`config.mk`:
```
export PLATFORM = sky130hd
export DESIGN_NAME = mem_stage_ctrl
export DESIGN_NICKNAME = d
export VERILOG_FILES = /design/src/rtl/mem_stage_ctrl_pkg.sv /design/src/rtl/mem_stage_ctrl_load_ext.sv /design/src/rtl/mem_stage_ctrl.sv
export SDC_FILE = /design/constraint.sdc
export NUM_CORES = 1
export LEC_CHECK = 0
export BUFFER_PORTS_ARGS = -buffer_cell sky130_fd_sc_hd__buf_2
export CORE_MARGIN = 1
export CORE_UTILIZATION = 40
export CTS_CLUSTER_DIAMETER = 200
export DETAILED_ROUTE_END_ITERATION = 12
export PLACE_DENSITY = 0.71
export SYNTH_ARGS = -nofsm -noshare
export SYNTH_HDL_FRONTEND = slang
export SYNTH_SLANG_ARGS = --single-unit
```
`constraint.sdc`:
```
create_clock -name clk -period 5.7 [get_ports clk]
set_input_delay 0.285 -clock clk [delete_from_list [all_inputs] [get_ports clk]]
set_output_delay 0.285 -clock clk [all_outputs]
set_load 0.02 [all_outputs]
```
`src/rtl/mem_stage_ctrl_pkg.sv`:
```
// Shared defines for the memory stage: op codes, FSM states and
// write-back constants, plus small op-decode helpers.
package mem_stage_ctrl_pkg;

  // Memory op codes carried on the shared AluOp bus.
  localparam logic [7:0] ME_NOP_OP = 8'h00;
  localparam logic [7:0] EX_LB_OP  = 8'h20;
  localparam logic [7:0] EX_LH_OP  = 8'h21;
  localparam logic [7:0] EX_LW_OP  = 8'h23;
  localparam logic [7:0] EX_LBU_OP = 8'h24;
  localparam logic [7:0] EX_LHU_OP = 8'h25;
  localparam logic [7:0] EX_SB_OP  = 8'h28;
  localparam logic [7:0] EX_SH_OP  = 8'h29;
  localparam logic [7:0] EX_SW_OP  = 8'h2B;

  typedef enum logic [1:0] {
    MS_IDLE = 2'd0,
    MS_BUSY = 2'd1,
    MS_DONE = 2'd2
  } ms_state_e;

  localparam logic [31:0] ZeroWord     = 32'h0;
  localparam logic        WriteDisable = 1'b0;

  // Number of byte beats an op needs; 0 marks a non-memory op.
  function automatic logic [2:0] op_nbytes(input logic [7:0] op);
    case (op)
      EX_LB_OP, EX_LBU_OP, EX_SB_OP: op_nbytes = 3'd1;
      EX_LH_OP, EX_LHU_OP, EX_SH_OP: op_nbytes = 3'd2;
      EX_LW_OP, EX_SW_OP:            op_nbytes = 3'd4;
      default:                       op_nbytes = 3'd0;
    endcase
  endfunction

  function automatic logic op_is_store(input logic [7:0] op);
    op_is_store = (op == EX_SB_OP) || (op == EX_SH_OP) || (op == EX_SW_OP);
  endfunction

endpackage

```
`src/rtl/mem_stage_ctrl_load_ext.sv`:
```
// Combinational load extension: turns the assembled little-endian word
// into the sign- or zero-extended write-back value for the load op.
module mem_load_ext
  import mem_stage_ctrl_pkg::*;
(
  input  logic [31:0] asm_i,
  input  logic [7:0]  op_i,
  output logic [31:0] ext_o
);

  // Select extension by op; word loads pass the assembly unchanged.
  always_comb begin
    case (op_i)
      EX_LB_OP:  ext_o = {{24{asm_i[7]}}, asm_i[7:0]};
      EX_LBU_OP: ext_o = {24'h0, asm_i[7:0]};
      EX_LH_OP:  ext_o = {{16{asm_i[15]}}, asm_i[15:0]};
      EX_LHU_OP: ext_o = {16'h0, asm_i[15:0]};
      default:   ext_o = asm_i;
    endcase
  end

endmodule

```
`src/rtl/mem_stage_ctrl.sv`:
```
// Memory-access stage: serialises loads/stores onto a byte-wide req/ack
// port, stalls upstream while busy, passes non-memory ops through.
// Optional macro MEM_MISALIGN_CHK_EN rejects misaligned halfword/word
// accesses and adds the misalign_o port.
module mem_stage_ctrl
  import mem_stage_ctrl_pkg::*;
#(
  parameter int OP_W       = 8,
  parameter int ADDR_W     = 32,
  parameter int REG_ADDR_W = 5
) (
  input  logic                  clk,
  input  logic                  rst,
  input  logic [OP_W-1:0]       aluop_i,
  input  logic [ADDR_W-1:0]     mem_addr_i,
  input  logic                  w_enable_i,
  input  logic [REG_ADDR_W-1:0] w_addr_i,
  input  logic [31:0]           w_data_i,
  output logic                  w_enable_o,
  output logic [REG_ADDR_W-1:0] w_addr_o,
  output logic [31:0]           w_data_o,
  output logic                  stall_req_o,
  output logic                  mem_req_o,
  output logic                  mem_we_o,
  output logic [ADDR_W-1:0]     mem_addr_o,
  output logic [7:0]            mem_wdata_o,
  input  logic [7:0]            mem_rdata_i,
  input  logic                  mem_ack_i
`ifdef MEM_MISALIGN_CHK_EN
  ,
  output logic                  misalign_o
`endif
);

  ms_state_e   state_q;
  logic [1:0]  cnt_q;
  logic [31:0] asm_q;

  logic [7:0]  op;
  logic [2:0]  nbytes;
  logic        is_mem;
  logic        is_store;
  logic [1:0]  last_cnt;
  logic [31:0] ld_ext;
  logic        misal;

  assign op       = 8'(aluop_i);
  assign nbytes   = op_nbytes(op);
  assign is_mem   = (nbytes != 3'd0);
  assign is_store = op_is_store(op);
  assign last_cnt = 2'(nbytes - 3'd1);

`ifdef MEM_MISALIGN_CHK_EN
  assign misal = ((nbytes == 3'd2) && mem_addr_i[0]) ||
                 ((nbytes == 3'd4) && (mem_addr_i[1:0] != 2'b00));
`else
  assign misal = 1'b0;
`endif

  mem_load_ext u_ext (
    .asm_i (asm_q),
    .op_i  (op),
    .ext_o (ld_ext)
  );

  // Access FSM: beat counter and load assembly; upstream is frozen by
  // stall_req_o, so the op/address/data inputs stay put across BUSY.
  always_ff @(posedge clk) begin
    if (rst) begin
      state_q <= MS_IDLE;
      cnt_q   <= 2'd0;
      asm_q   <= ZeroWord;
    end else begin
      case (state_q)
        MS_IDLE: begin
          if (is_mem && !misal) begin
            state_q <= MS_BUSY;
            cnt_q   <= 2'd0;
            asm_q   <= ZeroWord;
          end
        end
        MS_BUSY: begin
          if (mem_ack_i) begin
            if (!is_store) asm_q[{cnt_q, 3'b000} +: 8] <= mem_rdata_i;
            cnt_q <= cnt_q + 2'd1;
            if (cnt_q == last_cnt) state_q <= MS_DONE;
          end
        end
        MS_DONE: state_q <= MS_IDLE;
        default: state_q <= MS_IDLE;
      endcase
    end
  end

  // Output decode; everything is forced low while reset is applied.
  always_comb begin
    w_enable_o  = WriteDisable;
    w_addr_o    = '0;
    w_data_o    = ZeroWord;
    stall_req_o = 1'b0;
    mem_req_o   = 1'b0;
    mem_we_o    = 1'b0;
    mem_addr_o  = '0;
    mem_wdata_o = 8'h0;
`ifdef MEM_MISALIGN_CHK_EN
    misalign_o  = 1'b0;
`endif
    if (!rst) begin
      case (state_q)
        MS_IDLE: begin
          if (!is_mem) begin
            w_enable_o = w_enable_i;
            w_addr_o   = w_addr_i;
            w_data_o   = w_data_i;
          end else if (misal) begin
            w_addr_o   = w_addr_i;
            w_data_o   = w_data_i;
`ifdef MEM_MISALIGN_CHK_EN
            misalign_o = 1'b1;
`endif
          end else begin
            stall_req_o = 1'b1;
          end
        end
        MS_BUSY: begin
          stall_req_o = 1'b1;
          mem_req_o   = 1'b1;
          mem_we_o    = is_store;
          mem_addr_o  = mem_addr_i + ADDR_W'(cnt_q);
          mem_wdata_o = w_data_i[{cnt_q, 3'b000} +: 8];
        end
        MS_DONE: begin
          if (!is_store) begin
            w_enable_o = w_enable_i;
            w_addr_o   = w_addr_i;
            w_data_o   = ld_ext;
          end
        end
        default: ;
      endcase
      // Writes to x0 are squashed entirely.
      if (w_enable_i && (w_addr_i == '0)) begin
        w_enable_o = WriteDisable;
        w_addr_o   = '0;
        w_data_o   = ZeroWord;
      end
    end
  end

endmodule

```
==> flow_summary.toml <==
[die]
io-pin-count = 170
die_w_um = 95.66
fp.coreArea_um2 = 8341
rows = 33
die_h_um = 95.66
die_area_um2 = 9150
initial_utilization = 0.4206

[layout]
final_common_cell = "buf_2"
drive_gt1_frac = 0.3547
antenna_cells = 0
n_fill_cell = 848
synthToLayoutAreaGrowth_pct = 28.00
fin_area_um2 = 4491
fin_nets = 708
utilization = 0.5384
layout_common_cells = "169 x buf_2, 44 x nand2_1, 36 x dfxtp_1, 34 x nand3_1, 27 x a21oi_1"

[timing]
grt_setup_unrepaired = "no"
worst_slew_pin_slew_ps = 1264
whs_ps = 302.6
clock.fmax_mhz = 264.2
post-route-min-period_ps = 3786
setup_tns_ps = 0
clock_skew_ps = 5.711
slew_violations = 0
setup_viol = 0
slew_headroom = 0.1495
fin_crit_sh = 0.6641
timing.final.hold_violations = 0

[placed_design]
dp_hpwl_um = 9958
placed_cell_area_um2 = 4422
gp_congestion = 0.9442
port-buffer-count = 169

[pwr]
switching_share = 0.3392
p_total_uw = 607.2
powerDensity_nw_per_um2 = 135.2
clkPwrFrac = 0.285
combPwrFrac = 0.297
power_frac_seq = 0.418
ir_drop_v = 0.0001262
p_leak_nw = 1.875
switchingPower_uw = 206.0
intPower_uw = 401.2

[drt]
drt_iter0_drc = 282
final_antenna_net_count = 0
avgViaCountPerCell = 6.174
drcViolationCount = 0
wl_per_cell_um = 18.29
dr.pass1.iters = 5
vias = 4408
finalWirelength_um = 13060

[logic_synthesis]
synthFlopType = "dfxtp_1"
synth.distinct_cells = 58
synthCells = 457
ys_warn_count = 0
synthArstFlopShare = 0
synth_area_leader_cell = "dfxtp_1"
yosysSeqAreaShare = 0.2054
synth_edf_count = 0
synth_top_area_frac = 0.2054
synthTopCellsByArea = "dfxtp_1 21%, a22o_1 6.2%, mux4_2 5.1%"
syn_nets = 554
syn_avg_cell_area_um2 = 7.677
ys_ff_latch = 36
syn-cell-area_um2 = 3508

[clock_network]
cts_buffers = 5
post_cts_resized = 0
postCtsSetupBuffers = 0
clockBufferDepth = 2
clockRootBuffer = "clkbuf_8"
htree_levels = 2
clock-sinks = 36
clkLatencyLatePin_ps = 290
cts_hold_repair.buffers = 0
path_clk_slew_ps = 70
cts_tree = "built"

[min_path]
hp-start = "mem_rdata_i[6]"
hp-class = "in2reg"

[worst_setup_path]
critPathLaunchType = "flip-flop"
r2r-start = "cnt_q[0]"
required_ps = 5410
critical_path_arrival_ps = 3500
crit_path_max_fanout = 17
critPathKind = "reg2out"
critPathLaunch = "cnt_q[0]"
cp-end-kind = "output port"

[global_routing]
antenna_found_initial = 0
grt_pass1_vias = 3832
overflow = 0
grt_start_max_net_pins = 42
grt_pass1_wl_um = 19710
grt_util_all_layers = 0.2839

[outcome]
outcome = "finished, final reports clean"

[run]
drv_cap = 0
metrics by stage:
stage	setup slack (ps)	cells
6_report	1914	714
5_1_grt	1606	714
4_1_cts	1889	714
3_5_place_dp	2217	709
3_3_place_gp	2310	709
2_1_floorplan	3013	457
critical path, stage by stage, from the launching register on:
cell	delay [ps]
dfxtp_1	980
ha_1	360
fa_1	230
nand3_1	210
or3_1	540
or4_1	550
a21oi_1	150
buf_2	180
cells in the mapped netlist (3+ instances only):
master and number:
or3_1 6, mux2i_1 11, and2_1 10, xnor2_1 7
xor2_1 4, o31ai_1 11, o21ai_0 10, buf_1 3
nor2_1 25, a22o_1 25, a31oi_1 18, and4_1 3
nor2b_1 10, ha_1 7, nand4_1 8, o211ai_1 17
or2_2 18, a21oi_1 27, nand3_1 34, o2bb2ai_1 8
mux4_2 8, nand2b_1 5, nor4_1 7, a22oi_1 9
buf_2 3, dfxtp_1 36, or4_1 14, clkbuf_1 22
nand2_1 44, inv_1 10
kinds of logic (layout without fill, tap and decap cells):
| group | after synthesis | after routing | synth area share |
|---|---|---|---|
| mux | 19 | 19 | 0.08274 |
| xor+xnor | 11 | 11 | 0.02746 |
| compound gates | 139 | 139 | 0.2803 |
| flops | 36 | 36 | 0.2054 |
| simple gates | 204 | 204 | 0.3295 |
| buf+inv | 40 | 192 | 0.04387 |
| fa+ha+maj | 8 | 8 | 0.03067 |
layout make-up:
| class | instances | area [um2] | area share |
|---|---|---|---|
| clock buffers | 5 | 68.82 | 0.01532 |
| inverters | 12 | 45.04 | 0.01003 |
| multi-input cells | 381 | 2634 | 0.5865 |
| flip-flops and latches | 36 | 720.7 | 0.1605 |
| well taps | 105 | 131.4 | 0.02926 |
| repair buffers | 175 | 890.9 | 0.1984 |
registers in the layout (all words and copies together), names as in the netlist:
name	cells
cnt_q	2
state_q	2
asm_q	32
path summary, 6_finish.rpt:
kind              slack, ps  cells after the start             end
hold reg to reg         460                      2       asm_q[18]
hold / removal          300                      2        asm_q[6]
setup reg to reg       2510                      6        asm_q[8]
setup / recovery       1910                      7  mem_addr_o[30]
metal layers:
layer,part of all wire,global-route usage
met5,0,0
met4,0.031,0.1144
met3,0.11,0.04067
met2,0.46,0.4661
met1,0.40,0.3722
power by group through the flow:
| stage | clock network, mW | logic [mW] | registers (mW) |
|---|---|---|---|
| 6_report | 0.173 | 0.180 | 0.254 |
| 5_1_grt | 0.184 | 0.193 | 0.254 |
| 4_1_cts | 0.174 | 0.178 | 0.254 |
| 3_5_place_dp | 0 | 0.178 | 0.260 |
| 3_3_place_gp | 0 | 0.176 | 0.260 |
| 2_1_floorplan | 0 | 0.0939 | 0.259 |
(Power assumes the default switching activity.)
